$ cat src/rtl/ysyx_bus_arb_pkg.sv
// rtl/ysyx_bus_arb_pkg.sv - shared state, owner and response encodings for the bus arbiter
package ysyx_bus_arb_pkg;

  typedef enum logic [2:0] {
    ST_IDLE    = 3'd0,
    ST_RD_ADDR = 3'd1,
    ST_RD_DATA = 3'd2,
    ST_WR_ADDR = 3'd3,
    ST_WR_RESP = 3'd4
  } state_e;

  localparam logic OWN_IFU = 1'b0;
  localparam logic OWN_LSU = 1'b1;

  localparam logic [1:0] RESP_OKAY   = 2'd0;
  localparam logic [1:0] RESP_SLVERR = 2'd2;
  localparam logic [1:0] RESP_DECERR = 2'd3;

  function automatic logic resp_is_err(input logic [1:0] resp);
    return resp != RESP_OKAY;
  endfunction

endpackage

$ cat src/rtl/ysyx_rr_arb2.sv
// rtl/ysyx_rr_arb2.sv - combinational two-way round-robin picker (req[0]=IFU, req[1]=LSU)
module ysyx_rr_arb2
  import ysyx_bus_arb_pkg::*;
(
  input  logic [1:0] req,
  input  logic       last_owner,
  output logic [1:0] gnt
);

  always_comb begin
    gnt = req;
    if (req == 2'b11) begin
      gnt = (last_owner == OWN_LSU) ? 2'b01 : 2'b10;
    end
  end

endmodule

$ cat src/rtl/ysyx_bus_arb.sv
// rtl/ysyx_bus_arb.sv - shares one AXI-lite master between the fetch and load/store ports,
// one transaction outstanding, round-robin ownership
module ysyx_bus_arb
  import ysyx_bus_arb_pkg::*;
#(
  parameter int ADDR_W = 32,
  parameter int DATA_W = 32
) (
  input  logic                clk,
  input  logic                rst,
  input  logic [ADDR_W-1:0]   ifu_araddr,
  input  logic                ifu_arvalid,
  output logic [DATA_W-1:0]   ifu_rdata,
  output logic                ifu_rvalid,
  output logic                ifu_rerr,
  input  logic [ADDR_W-1:0]   lsu_araddr,
  input  logic                lsu_arvalid,
  output logic [DATA_W-1:0]   lsu_rdata,
  output logic                lsu_rvalid,
  input  logic [ADDR_W-1:0]   lsu_awaddr,
  input  logic                lsu_awvalid,
  input  logic [DATA_W-1:0]   lsu_wdata,
  input  logic [DATA_W/8-1:0] lsu_wstrb,
  output logic                lsu_bvalid,
  output logic                lsu_err,
  output logic [ADDR_W-1:0]   m_araddr,
  output logic                m_arvalid,
  input  logic                m_arready,
  input  logic [DATA_W-1:0]   m_rdata,
  input  logic [1:0]          m_rresp,
  input  logic                m_rvalid,
  output logic                m_rready,
  output logic [ADDR_W-1:0]   m_awaddr,
  output logic                m_awvalid,
  input  logic                m_awready,
  output logic [DATA_W-1:0]   m_wdata,
  output logic [DATA_W/8-1:0] m_wstrb,
  output logic                m_wvalid,
  input  logic                m_wready,
  input  logic [1:0]          m_bresp,
  input  logic                m_bvalid,
  output logic                m_bready
);

  state_e              state;
  logic                last_owner;
  logic [ADDR_W-1:0]   addr_q;
  logic [DATA_W-1:0]   wdata_q;
  logic [DATA_W/8-1:0] wstrb_q;
  logic [1:0]          req;
  logic [1:0]          gnt;
  logic                aw_done;
  logic                w_done;
  logic                r_fire;
  logic                b_fire;

  assign req = {lsu_arvalid | lsu_awvalid, ifu_arvalid};

  ysyx_rr_arb2 u_pick (
    .req        (req),
    .last_owner (last_owner),
    .gnt        (gnt)
  );

  // last_owner doubles as the current owner once a grant has been made
  assign aw_done = !m_awvalid || m_awready;
  assign w_done  = !m_wvalid  || m_wready;
  assign r_fire  = (state == ST_RD_DATA) && m_rvalid;
  assign b_fire  = (state == ST_WR_RESP) && m_bvalid;

  assign ifu_rvalid = r_fire && (last_owner == OWN_IFU);
  assign lsu_rvalid = r_fire && (last_owner == OWN_LSU);
  assign lsu_bvalid = b_fire;
  assign ifu_rerr   = ifu_rvalid && resp_is_err(m_rresp);
  assign lsu_err    = (lsu_rvalid && resp_is_err(m_rresp)) || (lsu_bvalid && resp_is_err(m_bresp));
  assign ifu_rdata  = m_rdata;
  assign lsu_rdata  = m_rdata;
  assign m_araddr   = addr_q;
  assign m_awaddr   = addr_q;
  assign m_wdata    = wdata_q;
  assign m_wstrb    = wstrb_q;

  always_ff @(posedge clk or negedge rst) begin
    if (!rst) begin
      state      <= ST_IDLE;
      last_owner <= OWN_LSU;
      addr_q     <= '0;
      wdata_q    <= '0;
      wstrb_q    <= '0;
      m_arvalid  <= 1'b0;
      m_rready   <= 1'b0;
      m_awvalid  <= 1'b0;
      m_wvalid   <= 1'b0;
      m_bready   <= 1'b0;
    end else begin
      case (state)
        ST_IDLE: begin
          if (gnt[0]) begin
            last_owner <= OWN_IFU;
            addr_q     <= ifu_araddr;
            m_arvalid  <= 1'b1;
            state      <= ST_RD_ADDR;
          end else if (gnt[1]) begin
            last_owner <= OWN_LSU;
            if (lsu_awvalid) begin
              addr_q    <= lsu_awaddr;
              wdata_q   <= lsu_wdata;
              wstrb_q   <= lsu_wstrb;
              m_awvalid <= 1'b1;
              m_wvalid  <= 1'b1;
              state     <= ST_WR_ADDR;
            end else begin
              addr_q    <= lsu_araddr;
              m_arvalid <= 1'b1;
              state     <= ST_RD_ADDR;
            end
          end
        end
        ST_RD_ADDR: begin
          if (m_arready) begin
            m_arvalid <= 1'b0;
            m_rready  <= 1'b1;
            state     <= ST_RD_DATA;
          end
        end
        ST_RD_DATA: begin
          if (m_rvalid) begin
            m_rready <= 1'b0;
            state    <= ST_IDLE;
          end
        end
        ST_WR_ADDR: begin
          if (m_awready) m_awvalid <= 1'b0;
          if (m_wready)  m_wvalid  <= 1'b0;
          if (aw_done && w_done) begin
            m_bready <= 1'b1;
            state    <= ST_WR_RESP;
          end
        end
        ST_WR_RESP: begin
          if (m_bvalid) begin
            m_bready <= 1'b0;
            state    <= ST_IDLE;
          end
        end
        default: state <= ST_IDLE;
      endcase
    end
  end

endmodule

$ cat config.mk
export PLATFORM = sky130hd
export DESIGN_NAME = ysyx_bus_arb
export DESIGN_NICKNAME = d
export VERILOG_FILES = /design/src/rtl/ysyx_bus_arb_pkg.sv /design/src/rtl/ysyx_rr_arb2.sv /design/src/rtl/ysyx_bus_arb.sv
export SDC_FILE = /design/constraint.sdc
export NUM_CORES = 1
export LEC_CHECK = 0
export BUFFER_PORTS_ARGS = -buffer_cell sky130_fd_sc_hd__buf_2
export CORE_AREA = 5 5 132 134
export DETAILED_ROUTE_END_ITERATION = 10
export DIE_AREA = 0 0 137 139
export GPL_TIMING_DRIVEN = 1
export HOLD_SLACK_MARGIN = 0.15
export PLACE_DENSITY = 0.63
export SLEW_MARGIN = 40
export SYNTH_ARGS = -nofsm -noshare
export SYNTH_HDL_FRONTEND = slang
export SYNTH_SLANG_ARGS = --single-unit
$ cat constraint.sdc
create_clock -name clk -period 1.6 [get_ports clk]
set_input_delay 0.16 -clock clk [delete_from_list [all_inputs] [get_ports clk]]
set_output_delay 0.16 -clock clk [all_outputs]
set_load 0.03 [all_outputs]
Yosys cells after proc, flatten, opt, wreduce, memory -nomap -nowiden --
Cells that the tools add are included.
Cells by class: add/sub/neg operators 0, multipliers 0, div/mod/pow operators 0, order comparisons 0, equality and inequality tests 16, shifts and indexed selects 0, multiplexer cells 33, bitwise gates (word level) 3, reduce and logical (&&, ||, !) cells 29
Operator list (count):
- $mux W32 | 3
- $mux W3 | 6
- $ne A2 B2 Y1 const B | 9
- $mux W1 | 15
- $pmux W3 S5 | 1
- $reduce_and A5 Y1 | 3
- $reduce_bool A2 Y1 | 7
- $pmux W1 S2 | 5
- $logic_and A1 B1 Y1 | 8
- $reduce_and A4 Y1 | 2
- $eq A3 B2 Y1 const B | 2
- $mux W2 | 3
- $ne A3 B3 Y1 const B | 2
- $reduce_and A3 Y1 | 2
- $eq A3 B1 Y1 const B | 1
- $eq A3 B3 Y1 const B | 1
- $logic_not A3 Y1 | 1
- $logic_or A1 B1 Y1 | 3
- $eq A2 B2 Y1 const B | 1
- $logic_not A1 Y1 | 2
- $not A1 Y1 | 2
- $reduce_and A2 Y1 | 1
- $or A1 B1 Y1 | 1
Word-level totals: register bits after elaboration 77, latch bits 0, RAM bits 0, ROM bits 0, input port bits 178, output and inout bits 174, logic and storage cells 91, memories kept 0

Longest topological paths before layout --
depth in word-level cells 6, mapped depth 7, gate-level depth less buffers 4

By module --
From an unflattened synthesis, not the netlist that was laid out.
Second synthesis, totals: cell total of the unflattened synthesis 404, area, all modules 4490.6 um^2
By module, submodules not included:
- ysyx_bus_arb | instances 1, cells an instance 401, area each 4471.8 um^2, seq. area each 1928.1 um^2
- ysyx_rr_arb2 | instances 1, cells an instance 3, area each 18.8 um^2, seq. area each 0.0 um^2

Least setup slack after synthesis --
OpenSTA, ideal clock, no wires.
kind register to output, from register state[2], to output ifu_rerr, arrival 1.369 ns, required time 1.440 ns, setup slack 0.071 ns, stages on the path, launching flop included 4, path buffers 0, cells stage by stage dfrtp_1 -> nor2_1 -> nand3_1 -> nor3_1
Between the ends: cells in the longest elaborated chain, start to end 4
RTL lines:
- start, declared | line ysyx_bus_arb.sv:45 | state_e state;
- start signal, assigned | line ysyx_bus_arb.sv:85 | state <= ST_IDLE;
- start signal, assigned | line ysyx_bus_arb.sv:102 | state <= ST_RD_ADDR;
- start signal, assigned | line ysyx_bus_arb.sv:111 | state <= ST_WR_ADDR;
- $eq A3 B2 Y1 | line ysyx_bus_arb.sv:68 | assign r_fire = (state == ST_RD_DATA) && m_rvalid;
- $logic_and A1 B1 Y1 | line ysyx_bus_arb.sv:68
- $logic_and A1 B1 Y1 | line ysyx_bus_arb.sv:71 | assign ifu_rvalid = r_fire && (last_owner == OWN_IFU);
- $logic_and A1 B1 Y1 | line ysyx_bus_arb.sv:74 | assign ifu_rerr = ifu_rvalid && resp_is_err(m_rresp);
- end, declared | line ysyx_bus_arb.sv:15 | output logic ifu_rerr,
Every way passes these cells.

Worst setup path after layout --
from register state[0], to output lsu_err
Between the ends: cells in the longest elaborated chain, start to end 5, elaborated cells on any way between the ends 8, those cells by class 2 x eq/ne; 6 x reduce/logical
RTL lines:
- $eq A3 B2 Y1 | line ysyx_bus_arb.sv:68
- $logic_and A1 B1 Y1 | line ysyx_bus_arb.sv:68
- $logic_and A1 B1 Y1 | line ysyx_bus_arb.sv:72 | assign lsu_rvalid = r_fire && (last_owner == OWN_LSU);
- $logic_and A1 B1 Y1 | line ysyx_bus_arb.sv:75 | assign lsu_err = (lsu_rvalid && resp_is_err(m_rresp)) || (lsu_bvalid && resp_is_err(m_bresp));
- $logic_or A1 B1 Y1 (*) | line ysyx_bus_arb.sv:75
- end, declared | line ysyx_bus_arb.sv:25 | output logic lsu_err,
Every way passes the cells marked *; elsewhere a longest branch is shown, timed or not.

==> results by group <==
CTS
  • Root Buffer: clkbuf_16
  • Htree depth: 3
  • Clk slew on worst S/H paths: roughly 0.06 ns
  • Clock sink count: 77
  • Clock latency at the later pin of the worst-skew pair: ~0.33 ns
  • Clock Tree Buf Depth: 2
  • CTS tree: built
  • TritonCTS Buffers: 9

Power
  • Total design power: between 10 and 15 mW
  • Sw frac: between 40% and 50%
  • Max VDD drop: around 820 uV
  • Int Pwr: 6.577 mW
  • Sequential share of power: approximately 27%
  • Cell area power density: 1954 nW/um2
  • Comb pwr share: a little under 60%
  • P_sw: approximately 6.3 mW
  • Clock share of power: between 10 and 15%
  • Leak Pwr: 3.342 nW

Timing
  • Fin Hold WS: slightly below 0.2 ns
  • Max Clk Rate: 0.6040 GHz
  • Slew headroom: around 70%
  • Final setup margin: -0.05559 ns
  • Final Cycle Share: 103.5%
  • Total negative slack: -0.07234 ns
  • Finish-stage setup viols: 2
  • Fin. Hold Viols: 0
  • Max Slew Vio Count: 0
  • Worst Tran Pin Value: 0.4477 ns
  • Final Skew: between 0.005 and 0.006 ns
  • Unrepaired setup endpoints after global routing: true
  • Final worst path period need: around 1.7 ns

Routing
  • Pre-Repair DR Iteration Count: 4
  • Vias: roughly 3.7k
  • Final Routed Wirelength: about 13 mm
  • Drt wl/cell: between 10 and 15 um
  • Detail Route Antenna Nets: 0
  • Via/cell ratio: between 4 and 5
  • Drt drc: 0
  • DRC marker count from the first detailed-route iteration: 96

Placement
  • Placed instance area: between 5000 and 6000 um2
  • Post-detail-place hpwl: slightly below 10 mm
  • Dpl cells: 778
  • RD Place Congestion: between 0.7 and 0.8
  • IO buf count: around 260
  • Place WS: around 0.11 ns

Synthesis
  • Post-synth EDFFs: 0
  • Mean post-synth cell area: 11.26 um2
  • Synthesized area: ~4600 um2
  • Post-synth top area cell: dfrtp_1
  • Top FF cell, synth: dfrtp_1
  • Synth unique cells: 34
  • Post-synthesis net count: slightly below 600
  • Top post-synthesis cells by area: dfrtp_1 41%, buf_4 16%, mux2_1 8.6%
  • Synthesis-stage register bit count: just under 80
  • Yosys top cell area share: between 40% and 50%
  • Seq/Total Area, Yosys: 42.06%
  • Async S/R FF share, synth: 100.0%
  • Synth warn: 0
  • Mapped Cells: between 400 and 500

Global route
  • Largest net degree at the start of global routing: 36
  • Congestion Overflow GR: 0
  • Vias in the first global route: 3861
  • GRT Overall Usage: between 10% and 20%
  • Initial antenna violation count: 0
  • Global-route wire length before repair: 19.71 mm

Floorplanning
  • Initial Util: 28.35%
  • Die W: 137 um
  • Die H: about 140 um
  • Die ar.: approximately 19000 um2
  • Top Ports: 352
  • Core Area: 16170 um2
  • Rows: 47

Run
  • MaxCap Viol Count: 0

Finish
  • Final #Nets: roughly 830
  • Antenna Diode Count: 0
  • Synth-to-Final Area Change: 43.29%
  • Design Area, Final: 6569 um2
  • Share of layout cells above drive strength 1: around 56%
  • Post-layout util: 40.62%
  • Non-Filler Instances: approximately 870

Worst hold path
  • HP Class: in -> reg

Worst setup path
  • Critical Path Sink Type: output port
  • CP Data Arrival Time: approximately 1.5 ns
  • CP Class: reg -> out
  • Worst setup SP type: register
  • CP required: approximately 1.4 ns
  • CP Max Fanout: 2

Run status
  • Failing checks: setup timing
  • Status: finished with violations
path summary, 6_finish.rpt:
check / from / endpoint / slack (ns) / cells after the start
worst max-delay path: state[0]$_DFFE_PN0P_ / lsu_err / -0.06 / 6
worst min-delay path: m_rvalid / state[1]$_DFFE_PN0P_ / 0.20 / 3
worst max register to register: state[0]$_DFFE_PN0P_ / m_araddr[20]$_DFFE_PN0P_ / 0.03 / 7
worst min register to register: m_wdata[18]$_DFFE_PN0P_ / m_wdata[18]$_DFFE_PN0P_ / 0.48 / 1
max in group asynchronous: rst / state[0]$_DFFE_PN0P_ / 0.71 / 3
min in group asynchronous: rst / m_wdata[29]$_DFFE_PN0P_ / 0.32 / 2
power groups by stage:
stage	Sequential (mW)	Combinational, mW	Clock, mW
floorplan	5.36	4.07	0
global placement	3.56	7.19	0
detailed placement	3.56	7.26	0
CTS	3.55	7.51	1.96
global route	3.68	7.95	2.04
finish	3.52	7.44	1.88
registers in the layout, summed over array words and instances (netlist names):
register	flops
m_wstrb	4
m_awvalid	1
m_araddr	32
state	3
m_bready	1
last_owner	1
m_wdata	32
m_rready	1
m_wvalid	1
m_arvalid	1
layout make-up:
cell class / instances / area (um2)
clock buffers: 11 / 242.7
clock inverters: 4 / 25.02
fillers: 1508 / 9603
inverters: 6 / 22.52
multi-input cells: 208 / 1815
flip-flops and latches: 77 / 1929
well taps: 220 / 275.3
repair buffers: 345 / 2258
Yosys cell counts, types with 2 or more instances:
cell / n
a21oi_1: 2
a31oi_1: 3
a32oi_1: 2
buf_2: 10
buf_4: 99
buf_6: 6
dfrtp_1: 76
inv_1: 5
mux2_1: 35
mux2_2: 33
mux2i_1: 32
nand2_1: 36
nand3_1: 2
nor2_1: 9
nor2b_1: 2
nor3_1: 2
nor4b_1: 2
o21ai_2: 33
o21bai_1: 2
o22ai_1: 2
placed cells by master, fill, tap and decap left out, types with 5 or more instances in the layout:
cell,instances
mux2_2,33
nand2_1,35
mux2_1,35
inv_1,5
buf_2,250
clkbuf_16,9
buf_4,10
mux2i_1,32
o21ai_2,32
buf_12,8
dlygate4sd3_1,73
nor2_1,8
dfrtp_1,75
critical path, stage by stage (launching register included):
cell,delay (ns)
dfrtp_1,0.38
buf_6,0.12
nor2_4,0.08
and3_4,0.22
nand2_4,0.06
o22ai_4,0.15
buf_6,0.15
cells by family (layout without fill, tap and decap cells):
| group | Yosys count | in the layout | synth area share, % |
|---|---|---|---|
| buffers and inverters | 122 | 366 | 19.71 |
| multiplexers | 100 | 100 | 23.69 |
| flip-flops | 77 | 77 | 42.06 |
| AND/OR/NAND/NOR | 58 | 58 | 5.650 |
| AO/OA/AOI/OAI | 50 | 50 | 8.897 |
layer usage:
layer,global-route usage (%),wire length (um),vias up
met3,4.100,1254,40
li1,-,-,1789
met4,5.305,317,0
met1,14.46,4819,1683
met2,23.37,6622,189
met5,0,0,-
timing repair:
action,4_1_cts,5_1_grt
cloned,0,0
gates resized for setup,11,8
setup buffers,4,1
hold buffers,73,0
hold endpoints to repair,105,0
pin swaps,3,2
setup endpoints to repair,4,75
Note: power is estimated with default switching activity, not from simulation.
